## src/rtl/vend_pkg.sv

```systemverilog
// Shared types and constants for the vending sequencer.
package vend_pkg;

  typedef enum logic [1:0] {
    IDLE    = 2'd0,
    COLLECT = 2'd1,
    VEND    = 2'd2,
    CHANGE  = 2'd3
  } state_e;

  localparam int unsigned COIN5_VAL   = 5;
  localparam int unsigned COIN10_VAL  = 10;
  localparam int unsigned CHANGE_UNIT = 5;

endpackage

```

## src/rtl/vend_edge_det.sv

```systemverilog
// Registered rising-edge detector: a level held for many cycles yields one pulse.
module vend_edge_det (
  input  logic clk,
  input  logic rst,
  input  logic sig,
  output logic rise_c
);

  logic prev_q;

  // Remember last cycle's level.
  always_ff @(posedge clk or negedge rst) begin
    if (!rst) prev_q <= 1'b0;
    else      prev_q <= sig;
  end

  assign rise_c = sig & ~prev_q;

endmodule

```

## src/rtl/vend_sequencer.sv

```systemverilog
// Vending machine controller: coin credit, dispense handshake, 5-unit change/refund payout.
// Optional auto-refund timeout in COLLECT is built when VEND_TIMEOUT_EN is defined.
module vend_sequencer
  import vend_pkg::*;
#(
  parameter int unsigned PRICE       = 20,
  parameter int unsigned MAX_CREDIT  = 40,
  parameter int unsigned CREDIT_W    = 6,
  parameter int unsigned TIMEOUT_CYC = 255
) (
  input  logic                clk,
  input  logic                rst,
  input  logic                coin5,
  input  logic                coin10,
  input  logic                cancel,
  input  logic                vend_done,
  input  logic                change_ack,
  output logic                dispense,
  output logic                change_req,
  output logic                coin_reject,
  output logic                busy,
  output logic [CREDIT_W-1:0] credit
);

  localparam int unsigned SUM_W = CREDIT_W + 1;

  state_e              state_q, next_state;
  logic [CREDIT_W-1:0] credit_d;
  logic                dispense_d, change_req_d, coin_reject_d, busy_d;

  logic                coin5_rise_c, coin10_rise_c, cancel_rise_c;
  logic [SUM_W-1:0]    coin_sum_c;
  logic                coin_edge_c, coin_ok_c, accept_c, timeout_c;

  vend_edge_det u_coin5_ed  (.clk(clk), .rst(rst), .sig(coin5),  .rise_c(coin5_rise_c));
  vend_edge_det u_coin10_ed (.clk(clk), .rst(rst), .sig(coin10), .rise_c(coin10_rise_c));
  vend_edge_det u_cancel_ed (.clk(clk), .rst(rst), .sig(cancel), .rise_c(cancel_rise_c));

  // Candidate credit for the incoming coin, one bit wider so the ceiling check cannot wrap.
  always_comb begin
    coin_edge_c = coin5_rise_c | coin10_rise_c;
    coin_sum_c  = {1'b0, credit} + (coin5_rise_c ? SUM_W'(COIN5_VAL) : SUM_W'(COIN10_VAL));
    coin_ok_c   = (coin5_rise_c ^ coin10_rise_c) && (coin_sum_c <= SUM_W'(MAX_CREDIT));
  end

`ifdef VEND_TIMEOUT_EN
  localparam int unsigned TMO_W = $clog2(TIMEOUT_CYC + 1);

  logic [TMO_W-1:0] tmo_q;

  // Idle-cycle counter in COLLECT; restarts on every accepted coin.
  always_ff @(posedge clk or negedge rst) begin
    if (!rst)                                 tmo_q <= '0;
    else if (next_state != COLLECT || accept_c) tmo_q <= '0;
    else                                      tmo_q <= tmo_q + TMO_W'(1);
  end

  assign timeout_c = (state_q == COLLECT) && (tmo_q == TMO_W'(TIMEOUT_CYC - 1));
`else
  logic unused_tmo;

  assign timeout_c  = 1'b0;
  assign unused_tmo = ^TIMEOUT_CYC;
`endif

  // Next state, next credit and next registered outputs.
  always_comb begin
    next_state = state_q;
    credit_d   = credit;
    accept_c   = 1'b0;

    case (state_q)
      IDLE: begin
        if (coin_ok_c) begin
          accept_c   = 1'b1;
          credit_d   = CREDIT_W'(coin_sum_c);
          next_state = (coin_sum_c >= SUM_W'(PRICE)) ? VEND : COLLECT;
        end
      end
      COLLECT: begin
        if (cancel_rise_c) begin
          next_state = (credit == '0) ? IDLE : CHANGE;
        end else if (coin_ok_c) begin
          accept_c   = 1'b1;
          credit_d   = CREDIT_W'(coin_sum_c);
          next_state = (coin_sum_c >= SUM_W'(PRICE)) ? VEND : COLLECT;
        end else if (timeout_c) begin
          next_state = (credit == '0) ? IDLE : CHANGE;
        end
      end
      VEND: begin
        // vend_done only counts as the answer to an asserted dispense.
        if (dispense && vend_done) begin
          credit_d   = credit - CREDIT_W'(PRICE);
          next_state = (credit == CREDIT_W'(PRICE)) ? IDLE : CHANGE;
        end
      end
      CHANGE: begin
        if (credit == '0) begin
          next_state = IDLE;
        end else if (change_req && change_ack) begin
          credit_d   = credit - CREDIT_W'(CHANGE_UNIT);
          next_state = (credit == CREDIT_W'(CHANGE_UNIT)) ? IDLE : CHANGE;
        end
      end
      default: next_state = IDLE;
    endcase

    coin_reject_d = coin_edge_c & ~accept_c;
    dispense_d    = (state_q == VEND) && (next_state == VEND);
    change_req_d  = (next_state == CHANGE) && (credit_d != '0);
    busy_d        = (next_state == VEND) || (next_state == CHANGE);
  end

  // State, credit and output registers.
  always_ff @(posedge clk or negedge rst) begin
    if (!rst) begin
      state_q     <= IDLE;
      credit      <= '0;
      dispense    <= 1'b0;
      change_req  <= 1'b0;
      coin_reject <= 1'b0;
      busy        <= 1'b0;
    end else begin
      state_q     <= next_state;
      credit      <= credit_d;
      dispense    <= dispense_d;
      change_req  <= change_req_d;
      coin_reject <= coin_reject_d;
      busy        <= busy_d;
    end
  end

endmodule

```

## config.mk

```make
export PLATFORM = sky130hd
export DESIGN_NAME = vend_sequencer
export DESIGN_NICKNAME = d
export VERILOG_FILES = /design/src/rtl/vend_pkg.sv /design/src/rtl/vend_edge_det.sv /design/src/rtl/vend_sequencer.sv
export SDC_FILE = /design/constraint.sdc
export NUM_CORES = 1
export LEC_CHECK = 0
export BUFFER_PORTS_ARGS = -buffer_cell sky130_fd_sc_hd__buf_2
export CAP_MARGIN = 10
export CORE_UTILIZATION = 55
export CTS_BUF_LIST = sky130_fd_sc_hd__clkbuf_16
export CTS_CLUSTER_SIZE = 25
export DETAILED_ROUTE_END_ITERATION = 10
export PLACE_DENSITY_LB_ADDON = 0.3
export SLEW_MARGIN = 10
export SYNTH_ARGS = -nofsm -noshare
export SYNTH_HDL_FRONTEND = slang
export SYNTH_SLANG_ARGS = --single-unit
```

## constraint.sdc

```tcl
create_clock -name clk -period 3.9 [get_ports clk]
set_clock_uncertainty 0.1 [all_clocks]
set_input_delay 0.78 -clock clk [delete_from_list [all_inputs] [get_ports clk]]
set_output_delay 0.78 -clock clk [all_outputs]
set_load 0.02 [all_outputs]
```

==> results.tsv, run 1 <==
metric	value	unit
status	complete, no violations	
post-route minimum period	3728	ps
crit path kind	in2reg	
Hold-fix buffers, CTS	0	
multiplexer share of the synthesized area	0.02383	
fmax	0.2683	GHz
Syn Area/Cell	8.223	sq um
Layout Nets	203	
first-pass GRT wire length	5961	microns
total grt overflow	0	
met3 routed WL	266	microns
met2 wire length	1708	microns
Final Hold Violating Endpoints	0	
DP HPWL	2646	microns
Mapped Cells	166	
register area share after synthesis	0.2566	
crit-path leading delay family	compound AO/OA/AOI/OAI gates	
DRT Pass-1 Iters	4	
core area	0.002276	sq mm
antenna cells	0	
post-synthesis simple-gate area fraction	0.2337	
worst path required time	3920	ps
initial antenna violation count	0	
CP Max Fanout	5	
Worst-Margin Slew	603.2	ps
xor/xnor share of the synthesized area	0.06416	
#FFs+latches synth	14	
Core Rows	17	
setup TNS	0	ps
largest family of logic cells by synthesized area	compound AO/OA/AOI/OAI gates	
number of max-cap violations	0	
layout cells sized above 1	0.2299	
Top Metal Used	met4	
vias in the first global route	1287	
DRT antenna net count	0	
area delta synth->final	17.69	%
Worst setup EP type	flop	
Seq. cell area	350.3	sq um
clk buf depth	2	
drt total wl	3537	microns
WP data arrival	3740	ps
Synth Warn #	0	
Die Width	51.82	microns
Worst Hold Class	in2async	
initial DRC count	59	
relative slew slack	0.5979	
Post-Synth Adder-Cell Area	0.07883	
H-tree depth	1	
CP Cell Sequence	buf_2 > nor2b_4 > inv_6 > buf_4 > ha_1 > a31oi_1 > o211ai_2 > xnor2_1 > o21ai_2 > a21oi_4 > a32oi_2 > xnor2_1 > or4_1 > o311a_1	
final setup violation count	0	
I/O Buffers	16	
# clock sinks	14	
Clock Pin Slew Worst Setup and Hold Paths	40	ps
wire length per cell	16.45	microns
Post-synth EDFFs	0	
complex-gate fraction of the synthesized area	0.2786	
Worst setup SP type	primary input	
CTS tree	yes	
Multi-input gate area	940.9	sq um
largest net degree at the start of global routing	20	
Worst-Skew Late Latency	240	ps
peak supply drop	0.7754	mV
CP max-delay cell	or4_1	
Synth cell types	52	
GPL Wtd Cong	0.9056	
Cell Pwr Density	976.7	mW/mm^2
syn_nets	181	
critical path's most frequent cell	xnor2_1	
Ports	17	
post-placement cell count	210	
asr flop ratio synth	1.000	
leakage power	0.6911	nW
max-slew violation count	0	
met1 wire length	1529	microns
Num CTS Buffers	3	
Post-Syn Area	0.001365	sq mm
Buf/Inv on CP	3	
total global-route track usage	0.3016	
Die Span Y	51.82	microns
root buf cell	clkbuf_16	
CP max stage delay	540	ps
die area	0.002685	sq mm
Via density	6.358	
Initial Util	0.5998	
period utilization	0.9558	
DRC	0	
primary flip-flop cell chosen by synthesis mapping	dfrtp_1	
Final Non-Filler Cells	215	
Vias	1367	
number of fill cells in the layout	167	
==> final cells by class <==
cell class | count | share of cell area
multi-input combinational | 133 | 0.5857
inverter | 9 | 0.02414
clock inverter | 1 | 0.002336
sequential | 14 | 0.2181
tap | 28 | 0.02181
timing repair buffer | 27 | 0.1012
clock buffer | 3 | 0.04673
==> worst reg2reg max path, stage by stage, from the launching register on <==
cell and delay (ps):
dfrtp_1 480, inv_1 150, nor2_1 80, fa_2 370, xor2_1 210, or3_1 370
a21oi_2 160, o21ai_2 90, a21oi_4 240, a32oi_2 150, xnor2_1 170, or4_1 540
o311a_1 310
==> synth_stat cells (2+ instances only) <==
library cell,count,area [sq um]
nor4b_1,2,17.52
nand2_1,16,60.06
ha_1,7,87.58
nor2b_1,5,31.28
nand2b_1,3,18.77
a21oi_1,14,70.07
mux2_2,2,22.52
xor2_1,2,17.52
and2_1,2,12.51
or3_1,2,12.51
clkbuf_1,7,26.28
nand3_1,6,30.03
o221ai_1,2,17.52
nor3_1,3,15.01
a21o_1,2,15.01
inv_1,8,30.03
dfrtp_1,14,350.3
nand4_1,2,12.51
a31oi_1,8,50.05
xnor2_1,8,70.07
nor2_1,11,41.29
o21ai_0,10,50.05
==> per-stage QoR <==
step	cell area [sq um]	hold slack, ps	power, mW	util	setup slack (ps)
final	1607	325.1	1.569	0.7059	172.5
after global routing	1607	345.8	1.687	0.7059	-8.032
after CTS	1593	326.2	1.537	0.6998	131.4
after detailed placement	1514	452.9	1.337	0.6652	-88.00
after global placement	1514	427.1	1.313	0.6652	44.37
after floorplan	1373	384.4	1.059	-	12.46
==> cells by family (layout without fill, tap and decap cells) <==
| kind of cell | count (synthesis) | in the layout |
|---|---|---|
| AO/OA/AOI/OAI | 53 | 53 |
| XOR/XNOR | 10 | 10 |
| adder cells (fa/ha/maj) | 8 | 8 |
| buffers and inverters | 19 | 40 |
| flip-flops | 14 | 14 |
| multiplexers | 3 | 3 |
| AND/OR/NAND/NOR | 59 | 59 |
==> placed cells by master (no fill, tap or decap), types with 3 or more instances in the layout <==
master,instances
a21oi_1,13
a31oi_1,8
buf_2,16
buf_4,11
clkbuf_16,3
dfrtp_1,14
ha_1,7
inv_1,8
nand2_1,16
nand2b_1,3
nand3_1,6
nor2_1,11
nor2b_1,5
nor3_1,3
o21ai_0,10
xnor2_1,8
==> repair_timing <==
action	4_1_cts	5_1_grt
gates resized for setup	0	2
hold endpoints to repair	0	0
buffers inserted	0	1
setup endpoints to repair	0	1
==> flip-flops by register name, indices dropped and copies added, names as in the netlist <==
signal / cells
change_req: 1
coin_reject: 1
credit: 6
dispense: 1
state_q: 2
u_cancel_ed.prev_q: 1
u_coin10_ed.prev_q: 1
u_coin5_ed.prev_q: 1
==> path summary, 6_finish.rpt <==
path | cells after the start | start | to | slack (ps)
max | 14 | coin5 | change_req$_DFF_PN0_ | 170
min | 1 | rst | credit[0]$_DFF_PN0_ | 330
max reg2reg | 12 | credit[0]$_DFF_PN0_ | change_req$_DFF_PN0_ | 380
min reg2reg | 3 | u_coin10_ed.prev_q$_DFF_PN0_ | coin_reject$_DFF_PN0_ | 450
max in group asynchronous | 1 | rst | credit[2]$_DFF_PN0_ | 3150
min in group clk | 3 | u_coin10_ed.prev_q$_DFF_PN0_ | coin_reject$_DFF_PN0_ | 450
==> power by group <==
group	total [mW]	leakage [nW]	switching (mW)	internal, mW
combinational	1.01	0.483	0.559	0.455
clock	0.186	0.0385	0.0511	0.135
sequential	0.370	0.169	0.168	0.202
==> routing by layer <==
layer	vias up	global-route usage
met3	6	0.02632
met2	77	0.4979
met5	-	0
met1	636	0.4154
li1	648	-
met4	0	0.09009
Note: power is estimated with default switching activity, not from simulation.
==> run 2: changes to the inputs <==
CORE_UTILIZATION = 57   (was 55)
==> results.tsv, run 2 (synthesized netlist as in run 1, its figures left out) <==
metric	value	unit	change
max reg flops	6		unchanged
Num CTS Buffers	3		unchanged
post-route minimum period	3853	ps	+125.0 ps
fmax	0.2596	GHz	-3.2%
R2R setup slack	270	ps	-110 ps
# clock sinks	14		unchanged
Worst setup EP type	flop		
leakage power	0.7116	nW	+3.0%
DRT antenna net count	0		unchanged
area delta synth->final	19.34	%	
relative slew slack	0.5938		-0.004065
Via density	6.514		+2.4%
finished layout cell area	0.001629	sq mm	+1.4%
total grt overflow	0		unchanged
final setup violation count	0		unchanged
logic gate share of total power	0.667		+0.021
Most flops, register	credit		
initial antenna violation count	0		unchanged
Die Width	50.94	microns	-1.7%
CP Max Fanout	5		unchanged
Worst-Margin Slew	609.3	ps	+6.097 ps
RR Startpoint	credit[0]$_DFF_PN0_		
die area	0.002594	sq mm	-3.4%
Cell Area, Placed	0.001521	sq mm	+0.50%
Final WS setup	47.48	ps	-125.0 ps
first-pass GRT wire length	6686	microns	+12%
Worst setup SP type	primary input		
CTS tree	yes		
peak supply drop	0.7679	mV	-0.97%
total global-route track usage	0.3487		+0.04710
most frequent cells in the layout	nand2_1 (16), buf_2 (16), a21oi_1 (14), dfrtp_1 (14), buf_4 (13)		
wire length per cell	18.46	microns	+12%
root buf cell	clkbuf_16		
GPL Wtd Cong	0.9892		+9.2%
drt total wl	3987	microns	+13%
biggest regs	credit: 6 flops, state_q: 2 flops		
layout cells sized above 1	0.2447		+0.01473
Layout Nets	205		+0.99%
Initial Util	0.6112		+0.01142
critical path's most frequent cell	a31oi_1		
Hold Worst Slack	322.2	ps	-2.830 ps
H-tree depth	1		unchanged
CP max stage delay	550	ps	about the same
max-slew violation count	0		unchanged
setup TNS	0	ps	unchanged
worst path required time	3910	ps	about the same
Ports	17		unchanged
CP Cell Sequence	buf_2 > nor2b_4 > inv_6 > buf_4 > ha_1 > a31oi_1 > o211ai_2 > a31oi_1 > inv_1 > a21oi_4 > a32oi_2 > xnor2_2 > or4_1 > o311a_1		
crit path kind	in2reg		
RSZ-0062 raised after global routing	no		
Hold-fix buffers, CTS	0		unchanged
reg2reg end	change_req$_DFF_PN0_		
Worst Setup SP	coin5		
Clock Pin Slew Worst Setup and Hold Paths	40	ps	about the same
vias in the first global route	1369		+6.4%
Die Span Y	50.94	microns	-1.7%
Flop pwr share	0.222		-0.014
Sw Pwr	827.6	uW	+6.4%
DP HPWL	2794	microns	+5.6%
core area	0.002233	sq mm	-1.9%
WP data arrival	3870	ps	+130 ps
Final Hold Violating Endpoints	0		unchanged
Cell Int Power	820.9	uW	+3.7%
largest net degree at the start of global routing	20		unchanged
DRC	0		unchanged
Clock Power Share	0.111		-0.007
antenna cells	0		unchanged
Worst-Skew Late Latency	240	ps	about the same
clk buf depth	2		unchanged
status	complete, no violations		
I/O Buffers	16		unchanged
DRT Pass-1 Iters	4		unchanged
number of max-cap violations	0		unchanged
initial DRC count	87		+47%
r2r worst-path depth	12		unchanged
Cell Pwr Density	1012	mW/mm^2	+3.6%
pre-CTS setup slack	-73.34	ps	+14.65 ps
Core Rows	17		unchanged
period utilization	0.9878		+0.03205
Worst Hold Class	in2async		
Vias	1407		+2.9%
CP max-delay cell	or4_1		
sw frac	0.5020		+0.006432
run 2: layout make-up:
cell class	instances	area [sq um]
Tap cell	28	35.03
Timing Repair Buffer	29	177.7
Sequential cell	14	350.3
Inverter	9	38.79
Multi-Input combinational cell	133	952.2
Clock buffer	3	75.07
Fill cell	165	604.3
run 2: what timing repair did:
action                                  CTS  global route
gates resized for setup                   0             3
setup buffers                             0             2
hold endpoints to repair                  0             0
endpoints found under the setup margin    0             1
run 2: how the worst max path moves through the flow:
| stage | cells past startpoint | to |
|---|---|---|
| floorplan | 14 | change_req$_DFF_PN0_ |
| global placement | 13 | change_req$_DFF_PN0_ |
| detailed placement | 14 | change_req$_DFF_PN0_ |
| CTS | 13 | change_req$_DFF_PN0_ |
| global route | 14 | change_req$_DFF_PN0_ |
| finish | 14 | change_req$_DFF_PN0_ |
run 2: metrics by stage:
| step | total power, mW | instances | util |
|---|---|---|---|
| finish | 1.649 | 216 | 0.7294 |
| global route | 1.751 | 216 | 0.7294 |
| CTS | 1.585 | 214 | 0.7148 |
| detailed placement | 1.371 | 211 | 0.6812 |
| global placement | 1.333 | 211 | 0.6812 |
| floorplan | 1.059 | 166 | - |
run 2: worst max-delay path, delay by kind of cell:
family / cells / cell delay, ps
compound gates: 6 / 1390
simple gates: 2 / 730
buf+inv: 4 / 420
fa+ha+maj: 1 / 320
xor+xnor: 1 / 220
run 2: layer usage:
layer  global-route usage  up-vias  wire (microns)
li1                     -      656               -
met1               0.4728      658            1675
met2               0.5789       87            1992
met3              0.03869        6             284
met4               0.1065        0              34
met5                    0        -               0
run 2: power by group through the flow:
| stage | logic, mW | registers [mW] | clock network (mW) |
|---|---|---|---|
| finish | 1.10 | 0.366 | 0.183 |
| floorplan | 0.748 | 0.311 | 0 |
| detailed placement | 1.02 | 0.353 | 0 |
| global route | 1.19 | 0.378 | 0.187 |
| global placement | 0.982 | 0.351 | 0 |
| CTS | 1.05 | 0.355 | 0.185 |
==> run 3: changes to the inputs <==
BUFFER_PORTS_ARGS = unset   (was -buffer_cell sky130_fd_sc_hd__buf_2)
CORE_UTILIZATION = 60   (was 57)
DONT_BUFFER_PORTS = 1   (was unset)
clock period = 3.63 ns   (was 3.9 ns; I/O delays follow)
==> results.tsv, run 3 (synthesized netlist as in run 1, its figures left out) <==
metric	value	unit	change
Most flops, register	credit		
number of fill cells in the layout	147		-11%
Worst Hold Class	in2async		
Die Width	49.70	microns	-2.4%
Die Span Y	49.70	microns	-2.4%
DRT Pass-1 Iters	5		+1
number of max-cap violations	0		unchanged
RSZ-0062 raised after global routing	no		
biggest regs	credit: 6 flops, state_q: 2 flops		
vias in the first global route	1285		-6.1%
core area	0.002042	sq mm	-8.6%
max reg flops	6		unchanged
I/O Buffers	0		-16
initial DRC count	83		-4.6%
Cell Area, Placed	0.001464	sq mm	-3.8%
CP max stage delay	530	ps	-20 ps
root buf cell	clkbuf_16		
r2r worst-path depth	12		unchanged
Core Rows	16		-1
post-route minimum period	3526	ps	
relative slew slack	0.4748		-0.1190
Worst setup EP type	flop		
Post-Route Utilization	0.7586		+0.02917
max-slew violation count	0		unchanged
Final WS setup	103.7	ps	+56.21 ps
initial antenna violation count	0		unchanged
Via density	7.010		+7.6%
final setup violation count	0		unchanged
GPL Wtd Cong	0.9919		+0.27%
CTS tree	yes		
CP max-delay cell	or4_1		
Hold Worst Slack	72.06	ps	-250.2 ps
antenna cells	0		unchanged
worst path required time	3660	ps	-250 ps
area delta synth->final	13.47	%	
layout cells sized above 1	0.1744		-0.07026
post-placement cell count	195		-7.6%
drt total wl	3863	microns	-3.1%
leakage power	0.6313	nW	-11%
Worst setup SP type	primary input		
first-pass GRT wire length	6354	microns	-5.0%
peak supply drop	0.8780	mV	+14%
total global-route track usage	0.3495		+0.0007714
pre-CTS setup slack	-80.44	ps	-7.093 ps
Vias	1395		-0.85%
DRC	0		unchanged
WP data arrival	3560	ps	-310 ps
Worst-Skew Late Latency	250	ps	about the same
Final Hold Violating Endpoints	0		unchanged
status	complete, no violations		
CP Cell Sequence	nor2b_4 > inv_8 > nor2_1 > fa_2 > xor2_2 > or3_1 > a21oi_2 > o21ai_2 > a21oi_4 > a32oi_2 > xnor2_1 > or4_1 > o311a_1		
Initial Util	0.6685		+0.05730
crit path kind	in2reg		
Final Non-Filler Cells	199		-7.9%
DRT antenna net count	0		unchanged
commonest non-fill, non-tap cell in the layout	nand2_1		
Num CTS Buffers	3		unchanged
die area	0.002470	sq mm	-4.8%
Cell Pwr Density	1116	mW/mm^2	+10%
clk buf depth	2		unchanged
Clock Pin Slew Worst Setup and Hold Paths	50	ps	about the same
Worst-Margin Slew	787.8	ps	+178.5 ps
finished layout cell area	0.001549	sq mm	-4.9%
DP HPWL	2647	microns	-5.3%
# clock sinks	14		unchanged
R2R setup slack	210	ps	-60 ps
Hold-fix buffers, CTS	0		unchanged
largest net degree at the start of global routing	20		unchanged
Ports	17		unchanged
total grt overflow	0		unchanged
most frequent cells in the layout	nand2_1 (16), dfrtp_1 (14), a21oi_1 (13), buf_4 (12), nor2_1 (11)		
fmax	0.2836	GHz	
Layout Nets	188		-8.3%
period utilization	0.9714		
wire length per cell	19.41	microns	+5.2%
CP Max Fanout	8		+3
H-tree depth	1		unchanged
[run 3: cell count changes in the layout (fill, tap and decap cells not counted), sizes merged]
cell and delta:
clkinv +1, buf -17
[run 3: report_power, final]
part	switching [mW]	internal [mW]	total, mW
clock network	0.0655	0.146	0.211
logic	0.610	0.486	1.10
registers	0.204	0.216	0.421
total	0.880	0.848	1.73
[run 3: metal layers]
layer,wire (microns),GRT usage,up-vias
li1,-,-,619
met1,1563,0.4646,666
met2,1860,0.5653,100
met3,385,0.06173,10
met4,54,0.1286,0
met5,0,0,-
[run 3: layout make-up]
class | instances | area, sq um | area share
clock buffer | 3 | 75.07 | 0.04847
clock inverter | 1 | 3.754 | 0.002423
inverter | 9 | 41.29 | 0.02666
multi-input combinational | 133 | 954.7 | 0.6163
sequential | 14 | 350.3 | 0.2262
tap | 27 | 33.78 | 0.02181
timing repair buffer | 12 | 90.09 | 0.05816
[run 3: timing repair]
item | in CTS | in global routing
endpoints found under the hold margin | 0 | 0
gates resized for setup | 0 | 1
setup buffers | 0 | 0
setup endpoints to repair | 0 | 1
[run 3: stage by stage]
step / power, mW / TNS (ps)
finish: 1.728 / 0
global route: 1.827 / 0
CTS: 1.687 / 0
detailed placement: 1.455 / -80.44
global placement: 1.413 / 0
floorplan: 1.154 / -103.7
[run 3: final timing paths]
path,endpoint,start
worst max-delay path,change_req$_DFF_PN0_,coin5
worst min-delay path,u_coin10_ed.prev_q$_DFF_PN0_,rst
worst max register to register,change_req$_DFF_PN0_,u_coin5_ed.prev_q$_DFF_PN0_
worst min register to register,coin_reject$_DFF_PN0_,u_coin10_ed.prev_q$_DFF_PN0_
max in group asynchronous,state_q[1]$_DFF_PN0_,rst
min in group clk,u_coin10_ed.prev_q$_DFF_PN0_,coin10
[run 3: worst max-delay path: cells and delay by family]
family          cells  cell delay [ps]
buf+inv             1               80
xor+xnor            2              360
compound gates      5              920
fa+ha+maj           1              410
simple gates        4             1070
